===== config.mk =====
export PLATFORM = sky130hd
export DESIGN_NAME = seq_tx_1001_flat
export DESIGN_NICKNAME = d
export VERILOG_FILES = /design/src/rtl/seq_tx_1001_if.sv /design/src/rtl/seq_tx_1001.sv /design/src/flat_wrapper.sv
export SDC_FILE = /design/constraint.sdc
export NUM_CORES = 1
export LEC_CHECK = 0
export CELL_PAD_IN_SITES_DETAIL_PLACEMENT = 1
export CELL_PAD_IN_SITES_GLOBAL_PLACEMENT = 1
export CORE_MARGIN = 2
export CORE_UTILIZATION = 35
export DETAILED_ROUTE_END_ITERATION = 10
export PLACE_DENSITY = 0.64
export SETUP_SLACK_MARGIN = 0.02
export SYNTH_ARGS = -nofsm -noshare
export SYNTH_HDL_FRONTEND = slang
export SYNTH_SLANG_ARGS = --single-unit

===== constraint.sdc =====
create_clock -name clk_i -period 3 [get_ports clk_i]
set_input_delay 0.9 -clock clk_i [delete_from_list [all_inputs] [get_ports clk_i]]
set_output_delay 0.9 -clock clk_i [all_outputs]
set_load 0.01 [all_outputs]

===== src/rtl/seq_tx_1001_if.sv =====
// Handshake and serial-line bundle for the 1001-sync frame transmitter.
interface seq_tx_1001_if #(
  parameter int PAYLOAD_W = 8
);
  logic [PAYLOAD_W-1:0] data_in;
  logic                 load;
  logic                 ready;
  logic                 data_out;
  logic                 busy;
  logic                 done;
  logic [7:0]           frame_cnt;

  modport master (
    output data_in, load,
    input  ready, data_out, busy, done, frame_cnt
  );

  modport slave (
    input  data_in, load,
    output ready, data_out, busy, done, frame_cnt
  );
endinterface


===== src/rtl/seq_tx_1001.sv =====
// Serial frame transmitter: sync 1001, PAYLOAD_W bits MSB first, GAP zeros,
// with a one-word holding register so frames can run back to back.
module seq_tx_1001 #(
  parameter int PAYLOAD_W = 8,
  parameter int GAP       = 2
) (
  input  logic         clk_i,
  input  logic         rst_ni,
  seq_tx_1001_if.slave bus
);

  typedef enum logic [1:0] {S_IDLE, S_SYNC, S_DATA, S_GAP} state_e;

  localparam logic [4:0] LAST_BIT = 5'(PAYLOAD_W - 1);
  localparam logic [4:0] LAST_GAP = 5'(GAP - 1);

  state_e               state_q, state_d;
  logic [1:0]           idx_q, idx_d;
  logic [4:0]           bit_q, bit_d;
  logic [4:0]           gap_q, gap_d;
  logic [PAYLOAD_W-1:0] sh_q, sh_d;
  logic [PAYLOAD_W-1:0] hold_q, hold_d;
  logic                 hold_vld_q, hold_vld_d;
  logic                 line_q, line_d;
  logic                 done_q, done_d;
  logic [7:0]           cnt_q, cnt_d;
  logic                 accept;

  function automatic logic sync_bit(input logic [1:0] i);
    return (i == 2'd0) || (i == 2'd3);
  endfunction

  // Registers hold the bit currently on the line; next-state logic picks the
  // following bit so data_out stays a pure flop output.
  always_comb begin
    state_d    = state_q;
    idx_d      = idx_q;
    bit_d      = bit_q;
    gap_d      = gap_q;
    sh_d       = sh_q;
    hold_d     = hold_q;
    hold_vld_d = hold_vld_q;
    line_d     = 1'b0;
    accept     = bus.load && !hold_vld_q;

    case (state_q)
      S_IDLE: begin
        if (accept) begin
          state_d = S_SYNC;
          idx_d   = 2'd0;
          sh_d    = bus.data_in;
          line_d  = 1'b1;
        end
      end
      S_SYNC: begin
        if (accept) begin
          hold_d     = bus.data_in;
          hold_vld_d = 1'b1;
        end
        if (idx_q == 2'd3) begin
          state_d = S_DATA;
          bit_d   = 5'd0;
          line_d  = sh_q[PAYLOAD_W-1];
          sh_d    = sh_q << 1;
        end else begin
          idx_d  = idx_q + 2'd1;
          line_d = sync_bit(idx_q + 2'd1);
        end
      end
      S_DATA: begin
        if (accept) begin
          hold_d     = bus.data_in;
          hold_vld_d = 1'b1;
        end
        if (bit_q == LAST_BIT) begin
          state_d = S_GAP;
          gap_d   = 5'd0;
        end else begin
          bit_d  = bit_q + 5'd1;
          line_d = sh_q[PAYLOAD_W-1];
          sh_d   = sh_q << 1;
        end
      end
      S_GAP: begin
        if (gap_q == LAST_GAP) begin
          // Held word wins; with an empty hold a load this edge bypasses it.
          if (hold_vld_q) begin
            state_d    = S_SYNC;
            idx_d      = 2'd0;
            sh_d       = hold_q;
            hold_vld_d = 1'b0;
            line_d     = 1'b1;
          end else if (accept) begin
            state_d = S_SYNC;
            idx_d   = 2'd0;
            sh_d    = bus.data_in;
            line_d  = 1'b1;
          end else begin
            state_d = S_IDLE;
          end
        end else begin
          if (accept) begin
            hold_d     = bus.data_in;
            hold_vld_d = 1'b1;
          end
          gap_d = gap_q + 5'd1;
        end
      end
      default: state_d = S_IDLE;
    endcase

    done_d = (state_d == S_GAP) && (gap_d == LAST_GAP);
    cnt_d  = cnt_q + {7'd0, done_d};
  end

  always_ff @(posedge clk_i or negedge rst_ni) begin
    if (!rst_ni) begin
      state_q    <= S_IDLE;
      idx_q      <= 2'd0;
      bit_q      <= 5'd0;
      gap_q      <= 5'd0;
      sh_q       <= '0;
      hold_q     <= '0;
      hold_vld_q <= 1'b0;
      line_q     <= 1'b0;
      done_q     <= 1'b0;
      cnt_q      <= 8'd0;
    end else begin
      state_q    <= state_d;
      idx_q      <= idx_d;
      bit_q      <= bit_d;
      gap_q      <= gap_d;
      sh_q       <= sh_d;
      hold_q     <= hold_d;
      hold_vld_q <= hold_vld_d;
      line_q     <= line_d;
      done_q     <= done_d;
      cnt_q      <= cnt_d;
    end
  end

  assign bus.ready     = !hold_vld_q;
  assign bus.data_out  = line_q;
  assign bus.busy      = (state_q != S_IDLE);
  assign bus.done      = done_q;
  assign bus.frame_cnt = cnt_q;

endmodule


===== src/flat_wrapper.sv =====
// flat-port wrapper written by rule: the top's interface ports become plain ports
module seq_tx_1001_flat 
#(
  parameter int PAYLOAD_W = 8,
  parameter int GAP       = 2
)
  (clk_i, rst_ni, bus_data_in, bus_load, bus_ready, bus_data_out, bus_busy, bus_done, bus_frame_cnt);
  seq_tx_1001_if #(.PAYLOAD_W(PAYLOAD_W)) bus_i ();
  input  logic clk_i;
  input  logic rst_ni;
  input wire logic [$bits(bus_i.data_in)-1:0] bus_data_in;
  input wire logic [$bits(bus_i.load)-1:0] bus_load;
  output wire logic [$bits(bus_i.ready)-1:0] bus_ready;
  output wire logic [$bits(bus_i.data_out)-1:0] bus_data_out;
  output wire logic [$bits(bus_i.busy)-1:0] bus_busy;
  output wire logic [$bits(bus_i.done)-1:0] bus_done;
  output wire logic [$bits(bus_i.frame_cnt)-1:0] bus_frame_cnt;
  assign bus_i.data_in = bus_data_in;
  assign bus_i.load = bus_load;
  assign bus_ready = bus_i.ready;
  assign bus_data_out = bus_i.data_out;
  assign bus_busy = bus_i.busy;
  assign bus_done = bus_i.done;
  assign bus_frame_cnt = bus_i.frame_cnt;
  seq_tx_1001 #(.PAYLOAD_W(PAYLOAD_W), .GAP(GAP)) u_core (.clk_i(clk_i), .rst_ni(rst_ni), .bus(bus_i));
endmodule

# Yosys cells after proc, flatten, opt, wreduce, memory -nomap -nowiden
# Index checks and enable logic that the tools add are counted.
[op_classes]
n_addsub = 4
n_mux = 36
n_reduce_logical = 15
eq_ne = 14
[op_table]
columns = ["op", "n"]
rows = [
  ["$mux W8", 7],
  ["$pmux W8 S4", 1],
  ["$mux W5", 4],
  ["$pmux W5 S2", 2],
  ["$mux W2", 9],
  ["$pmux W8 S2", 1],
  ["$add A5 B1 Y5 const B", 2],
  ["$eq A2 B2 Y1 const B", 5],
  ["$eq A5 B1 Y1 const B", 2],
  ["$reduce_and A3 Y1", 3],
  ["$add A8 B1 Y8", 1],
  ["$mux W1", 8],
  ["$pmux W2 S4", 1],
  ["$ne A2 B2 Y1 const B", 3],
  ["$pmux W2 S3", 1],
  ["$reduce_bool A2 Y1", 3],
  ["$eq A5 B3 Y1 const B", 1],
  ["$logic_not A2 Y1", 2],
  ["$ne A2 B1 Y1 const B", 2],
  ["$pmux W1 S4", 1],
  ["$reduce_bool A3 Y1", 1],
  ["$add A2 B1 Y2 const B", 1],
  ["$eq A2 B1 Y1 const B", 1],
  ["$logic_and A1 B1 Y1", 2],
  ["5 further kinds", 5],
]
[word_totals]
register_bits = 41
wordCells = 79
out_inout_bits = 12
input_bits = 11

# Depth between registers and ports, before layout
# Gate-level depths: netlist of run 1.
[depth]
depth_word = 9
ltp_mapped = 12
mapped_depth_nobuf = 11

# Worst setup path after synthesis of run 1
# No wires, ideal clock.
[synth_path]
path_type = "flip-flop to flip-flop"
from = "register u_core.gap_q[1]"
to = "register u_core.cnt_q[2] (netlist: u_core.bus.frame_cnt[2])"
setup_ps = 132
stages_incl_launch_ff = 11
setup_slack_ps = 493
n_path_buf = 0
required_ps = 2868
arrival_ps = 2375
period_less_slack_ps = 2507
path_cell_list = "dfrtp_1 > inv_1 > ha_1 > or4b_4 > a21oi_4 > a22oi_2 > o32a_1 > nor4b_4 > ha_1 > ha_1 > xor2_1"
[synth_via]
elab_chain_cells = 6
elab_cells_between_ends = 11
cone_classes = "2 x add/sub; 3 x eq/ne; 5 x mux; 1 x reduce/logical"
[synth_rtl]
columns = ["item", "line", "text"]
rows = [
  ["start: declaration", "seq_tx_1001.sv:20", "logic [4:0] gap_q, gap_d;"],
  ["start signal: assignment", "seq_tx_1001.sv:132", "gap_q <= gap_d;"],
  ["$eq A5 B1 Y1", "seq_tx_1001.sv:85", "if (gap_q == LAST_GAP) begin"],
  ["$mux W2", "seq_tx_1001.sv:85", ""],
  ["$pmux W2 S4", "seq_tx_1001.sv:46", "case (state_q)"],
  ["via u_core.state_d[0]", "seq_tx_1001.sv:17", "state_e state_q, state_d;"],
  ["$eq A2 B2 Y1", "seq_tx_1001.sv:112", "done_d = (state_d == S_GAP) && (gap_d == LAST_GAP);"],
  ["$logic_and A1 B1 Y1", "seq_tx_1001.sv:112", ""],
  ["via u_core.done_d", "seq_tx_1001.sv:25", "logic done_q, done_d;"],
  ["$add A8 B1 Y8", "seq_tx_1001.sv:113", "cnt_d = cnt_q + {7'd0, done_d};"],
  ["via u_core.cnt_d[2]", "seq_tx_1001.sv:26", "logic [7:0] cnt_q, cnt_d;"],
  ["end signal: assignment", "seq_tx_1001.sv:138", "cnt_q <= cnt_d;"],
  ["end: declaration", "seq_tx_1001.sv:26", ""],
]
# The timed path passes the listed nets, and every way through them passes these cells.
# A chain may end at the register's enable or synchronous reset.

# Final worst setup path of run 1
[layout_path]
from = "input bus_load"
to = "register u_core.cnt_q[7] (netlist: u_core.bus.frame_cnt[7])"
[layout_via]
elab_cells_between_ends = 9
cone_classes = "1 x add/sub; 1 x eq/ne; 5 x mux; 2 x reduce/logical"
[layout_rtl]
columns = ["item", "line", "text"]
rows = [
  ["start: declaration", "flat_wrapper.sv:12", "input wire logic [$bits(bus_i.load)-1:0] bus_load;"],
  ["$logic_and A1 B1 Y1", "seq_tx_1001.sv:44", "accept = bus.load && !hold_vld_q;"],
  ["$mux W2", "seq_tx_1001.sv:48", "if (accept) begin"],
  ["$pmux W2 S4", "seq_tx_1001.sv:46", ""],
  ["via u_core.state_d[1]", "seq_tx_1001.sv:17", ""],
  ["$eq A2 B2 Y1", "seq_tx_1001.sv:112", ""],
  ["$logic_and A1 B1 Y1", "seq_tx_1001.sv:112", ""],
  ["via u_core.done_d", "seq_tx_1001.sv:25", ""],
  ["$add A8 B1 Y8", "seq_tx_1001.sv:113", ""],
  ["via u_core.cnt_d[7]", "seq_tx_1001.sv:26", ""],
]
# The timed path passes the listed nets, and every way through them passes these cells.

==> impl_metrics.tcl, run 1 <==
set metrics [dict create \
    synth-seq-cells 41 \
    final_cells 315 \
    postCtsHoldBufs 0 \
    synth_area_leaders "dfrtp_1, ha_1, mux2_2, o21ai_0, nand2_1" \
    viasPerCell 5.38 \
    outcome "complete, no violations" \
    insertion_delay_ps 300 \
    postSynth.asyncResetShare_pct 100 \
    slowest_stage "clkdlybuf4s50_1" \
    rows 28 \
    finalSetupViolations 0 \
    fin_skew_ps 7.38 \
    cts_made_buffers 5 \
    avgSynthCellArea_um2 10.6 \
    route.detailed.wl_per_inst_um 16.3 \
    hold_viol 0 \
    rsz0062_at_grt "no" \
    cp_num_buf_inv 1 \
    grt_usage_pct 15.7 \
    grt_pass1_vias 1853 \
    worstPathCellList "clkdlybuf4s50_1, nand2b_1, nand2_1, o221ai_1, nand4bb_1, nor4b_4, ha_1, and3_1, nand3_1, xnor2_1" \
    fillCellCount 662 \
    dr.pass1.iters 3 \
    cts_root_buf "clkbuf_8" \
    antenna_found_initial 0 \
    worstMarginPinSlew_ps 702 \
    slew_violations 0 \
    start_util_pct 36.7 \
    vias 1694 \
    ys.flop_type "dfrtp_1" \
    synth_edf_count 0 \
    ys_seq_area_share_pct 46.7 \
    synth_top_area_share_pct 46.7 \
    min_period_over_period_pct 91.5 \
    clkTransAtPathRegs_ps 80 \
    globalplace.congestion 0.750 \
    dpl.hpwl_mm 3.67 \
    synth_cell_types 43 \
    diodes 0 \
    grt_remaining_overflow 0 \
    grt_pass1_wl_mm 8.90 \
    clockBufferDepth 2 \
    die_area_mm2 0.00692 \
    grt_max_degree 42 \
    top_level_ports 23 \
    crit_required_ps 3180 \
    antenna_left 0 \
    max_stage_delay_ps 430 \
    dp_cells 307 \
    cts_tree "done" \
    yosys.area.top_type "dfrtp_1" \
    synthesis.nets 230 \
    drive_gt1_share_pct 15.4 \
    critPathMaxFanout 3 \
    hold_path.class "reg2reg" \
    fin_nets 261 \
    cts.sinks 41 \
    drc 0 \
    min_period_ps 2740 \
    io_buffer_count 22 \
    pwr_density_cell_mw_per_mm2 840 \
    core-area_mm2 0.00599 \
    fmax_mhz 364 \
    ir_worst_vdd_v 0.000295 \
    cap_violations 0 \
    path_class "in2reg" \
    endpoint_kind "register" \
    netlist_area_mm2 0.00220 \
    arrival_ps 2930 \
    die_h_um 83.2 \
    p_leak_nw 1.15 \
    relSlewSlack_pct 53.0 \
    netlist_instances 208 \
    yosysWarnings 0 \
    drtIter0Drc 42 \
    path_delay_family "simple AND/OR/NAND/NOR gates" \
    startpoint_type "input pin" \
    htree_levels 2 \
    fin_setup_tns_ps 0 \
    totalWireLength_mm 5.13 \
    chipWidth_um 83.2 \
    area_growth_pct 20.5 \
]
[layout by cell type (no fill, tap or decap), types with 3 or more instances in the layout]
cell	synthesis	layout
o31ai_1	3	3
nand2b_1	3	3
a21oi_1	5	5
clkbuf_8	0	6
xnor2_1	6	6
a22oi_1	7	7
clkdlybuf4s50_1	0	21
and3_1	3	3
inv_1	9	8
a22o_1	9	9
nor2_1	9	9
mux2_2	9	9
nand3_1	11	11
dfrtp_1	41	41
o21ai_0	20	20
xor2_1	4	4
buf_4	0	8
nand2_1	24	24
ha_1	11	11
[per-layer routing]
metal  share of wire [%]  up-vias  track usage [%]
li1                    -      811                -
met1                  50      859             22.0
met2                  47       18             24.1
met3                 2.4        6             3.18
met4                 1.3        0             5.37
met5                   0        -                0
[area by class of cell]
type | count | area [um^2] | share of cell area (%)
Tap cell | 75 | 93.8 | 3.55
Timing Repair Buffer | 30 | 275 | 10.4
Clock inverter | 2 | 37.5 | 1.42
Multi-Input combinational cell | 152 | 1100 | 41.4
Sequential cell | 41 | 1030 | 38.8
Clock buffer | 6 | 82.6 | 3.12
Inverter | 9 | 33.8 | 1.28
[cell families (layout without fill, tap and decap cells)]
logic type | count (synthesis) | after routing | share of synthesized area, %
and+or+nand+nor | 65 | 65 | 16.7
adders and majority gates | 11 | 11 | 6.27
DFF | 41 | 41 | 46.7
xor gates and xnor gates | 10 | 10 | 3.99
AOI/OAI and AO/OA | 56 | 56 | 17.9
buffers and inverters | 15 | 47 | 3.36
muxes | 10 | 10 | 5.07
[through the flow]
step                      setup WS, ps  util (%)  power [W]  area, um^2  hold slack, ps
final                              255      44.2    0.00222        2650             477
after CTS                          197      44.2    0.00225        2650             483
after global placement            13.0      42.1    0.00175        2520             464
after global routing              30.5      44.2    0.00240        2650             519
after detailed placement          -110      42.1    0.00177        2520             472
after floorplan                    493         -    0.00149        2200             438
[cell usage after synthesis (2+ instances only)]
library cell and number:
nand3_1 11, a22oi_1 7, a32o_1 2, and3_1 3
xor2_1 4, o21ai_0 20, o31ai_1 3, and2_1 2
buf_6 2, dfrtp_1 41, mux2_2 9, nand2b_1 3
a21oi_1 5, buf_2 2, a22o_1 9, ha_1 11
nor2_1 9, clkbuf_1 2, xnor2_1 6, a32oi_1 2
o22ai_1 2, inv_1 9, nand2_1 24
[final timing paths]
check | startpoint | endpoint | slack (ps) | cells past startpoint
worst max-delay path | bus_load | u_core.bus.frame_cnt[7] | 260 | 10
worst min-delay path | u_core.bit_q[4] | u_core.bit_q[4] | 480 | 1
worst max register to register | u_core.state_q[0] | u_core.bus.frame_cnt[7] | 270 | 10
worst min register to register | u_core.bit_q[4] | u_core.bit_q[4] | 480 | 1
max in group asynchronous | rst_ni | u_core.gap_q[2] | 1960 | 2
min in group asynchronous | rst_ni | u_core.gap_q[3] | 650 | 2
[power by group]
part,switching (W),internal [W]
clock network,0.000197,0.000271
logic,0.000491,0.000406
registers,0.000136,0.000721
[sequential cells by signal (all words and copies together), names as in the netlist]
name                  flops
u_core.bus.done           1
u_core.bit_q              5
u_core.sh_q               8
u_core.bus.frame_cnt      8
u_core.hold_vld_q         1
u_core.gap_q              5
u_core.state_q            2
u_core.hold_q             8
u_core.idx_q              2
u_core.bus.data_out       1
[what timing repair did]
action | CTS | global route
gates resized for setup | 0 | 1
setup endpoints to repair | 0 | 3
buffers inserted | 0 | 0
hold endpoints to repair | 0 | 0
(Power assumes the default switching activity.)
==> inputs of run 2 (changes only) <==
PLACE_DENSITY = 0.66   (was 0.64)
clock period = 2.5 ns   (was 3 ns; I/O delays follow)
==> impl_metrics.tcl, run 2 (same netlist as run 1, synthesis figures left out) <==
set metrics [dict create \
    cp_num_buf_inv 1 \
    min_period_ps 2640 \
    startpoint_type "register" \
    power_frac_seq_pct 34.3 \
    path_delay_family "simple AND/OR/NAND/NOR gates" \
    r2r_cells 11 \
    outcome "finished with violations" \
    ir_worst_vdd_v 0.000483 \
    htree_levels 2 \
    dpl_cell_area_mm2 0.00279 \
    hold_path.class "reg2reg" \
    rr_startpoint "u_core.gap_q[1]" \
    fillCellCount 674 \
    worstPathCellList "inv_2, ha_4, or4b_4, nand2_2, nor2_2, nand4bb_4, nor4b_4, ha_2, and3_4, nand3_2, xnor2_1" \
    chipWidth_um 83.2 \
    power.internal_w 0.00186 \
    die_h_um 83.2 \
    grt_pass1_vias 2040 \
    violations "setup timing" \
    cts_root_buf "clkbuf_8" \
    swShare_pct 37.5 \
    layout_commonest_cell "buf_4" \
    relSlewSlack_pct 64.4 \
    setup_ws_ps -139 \
    rsz0062_at_grt "yes" \
    min_from "u_core.bit_q[4]" \
    top_level_ports 23 \
    grt_pass1_wl_mm 9.69 \
    min_path_cells 1 \
    cts_tree "done" \
    grt_remaining_overflow 0 \
    arrival_ps 2830 \
    area_growth_pct 37.8 \
    dr.pass1.iters 4 \
    clkTransAtPathRegs_ps 90 \
    die_area_mm2 0.00692 \
    cap_violations 0 \
    p_total_w 0.00297 \
    fin_nets 299 \
    antenna_found_initial 0 \
    endpoint_kind "register" \
    timing.rr.end "u_core.bus.frame_cnt[5]" \
    totalWireLength_mm 5.71 \
    slew_violations 0 \
    multi_input_area_mm2 0.00121 \
    path_class "reg2reg" \
    rows 28 \
    p_sw_w 0.00111 \
    drtIter0Drc 68 \
    insertion_delay_ps 300 \
    cts.sinks 41 \
    drc 0 \
    core-area_mm2 0.00599 \
    pwr_density_cell_mw_per_mm2 981 \
    fmax_mhz 379 \
    power.clock.fraction_pct 15.9 \
    max_stage_delay_ps 510 \
    dpl.hpwl_mm 4.13 \
    diodes 0 \
    viasPerCell 5.25 \
    p_leak_nw 1.37 \
    io_buffer_count 22 \
    final_cell_area_mm2 0.00303 \
    grt_max_degree 42 \
    cts_made_buffers 5 \
    crit_required_ps 2690 \
    clockBufferDepth 2 \
    route.detailed.wl_per_inst_um 16.2 \
    final_cell_mix "buf_4, dfrtp_1, nand2_1" \
    min_period_over_period_pct 106 \
    drive_gt1_share_pct 32.7 \
    antenna_left 0 \
    fin_skew_ps 8.99 \
    globalplace.congestion 0.758 \
    worstMarginPinSlew_ps 534 \
    r2r_slack_ps -140 \
    start_util_pct 36.7 \
    p_comb_share_pct 49.8 \
    vias 1852 \
    grt_usage_pct 17.4 \
    critPathMaxFanout 4 \
    regArea_mm2 0.00103 \
    worst_hold_path.endpoint "u_core.bit_q[4]" \
    hold_viol 0 \
    finalSetupViolations 6 \
    slowest_stage "or4b_4" \
]
[run 2: cell types whose count changed in the layout (fill, tap and decap cells not counted), moves of 3 or more]
cell and change:
ha_2 +3, ha_1 -5, nand3_1 -3, buf_4 +37
[run 2: power by group through the flow]
stage	sequential (W)	combinational, W	clock, W
after global placement	0.00101	0.00136	0
after CTS	0.00102	0.00146	0.000490
after global routing	0.00105	0.00162	0.000515
after floorplan	0.00101	0.000780	0
after detailed placement	0.00102	0.00140	0
final	0.00102	0.00148	0.000474
[run 2: metrics by stage]
step	utilization (%)	setup slack (ps)	TNS (ps)	instances	hold WS (ps)
floorplan	-	22.9	0	208	438
global placement	46.6	-298	-1550	342	459
detailed placement	46.6	-370	-2110	342	464
CTS	49.4	-96.0	-349	352	479
global route	50.5	-281	-1380	353	499
finish	50.5	-139	-509	353	478
[run 2: final cells by class]
type | count | area share (%)
Clock inverter | 2 | 0.455
Timing Repair Buffer | 68 | 18.7
Tap cell | 75 | 3.10
Sequential cell | 41 | 33.9
Multi-Input combinational cell | 152 | 40.0
Inverter | 9 | 1.12
Clock buffer | 6 | 2.73
[run 2: repair_timing]
item	in CTS	in global routing
setup endpoints to repair	6	8
cloned	0	0
gates resized for setup	11	11
buffers inserted	2	1
hold endpoints to repair	0	0
pin swaps	6	9
hold buffers	0	0
[run 2: metal layers]
metal | wire (um) | track usage (%) | vias up | share of wire, %
li1 | - | - | 891 | -
met1 | 2650 | 22.2 | 932 | 46
met2 | 2830 | 29.3 | 24 | 50
met3 | 164 | 3.78 | 5 | 2.9
met4 | 65 | 5.51 | 0 | 1.1
met5 | 0 | 0 | - | 0
[run 2: worst max path at each step]
stage	start	to	slack (ps)	cells after the start
floorplan	u_core.gap_q[1]	u_core.bus.frame_cnt[5]	20	11
global placement	bus_load	u_core.bus.frame_cnt[7]	-300	10
detailed placement	bus_load	u_core.bus.frame_cnt[4]	-370	10
CTS	u_core.gap_q[1]	u_core.bus.frame_cnt[2]	-100	11
global route	u_core.state_q[1]	u_core.bus.frame_cnt[7]	-280	11
finish	u_core.gap_q[1]	u_core.bus.frame_cnt[5]	-140	11
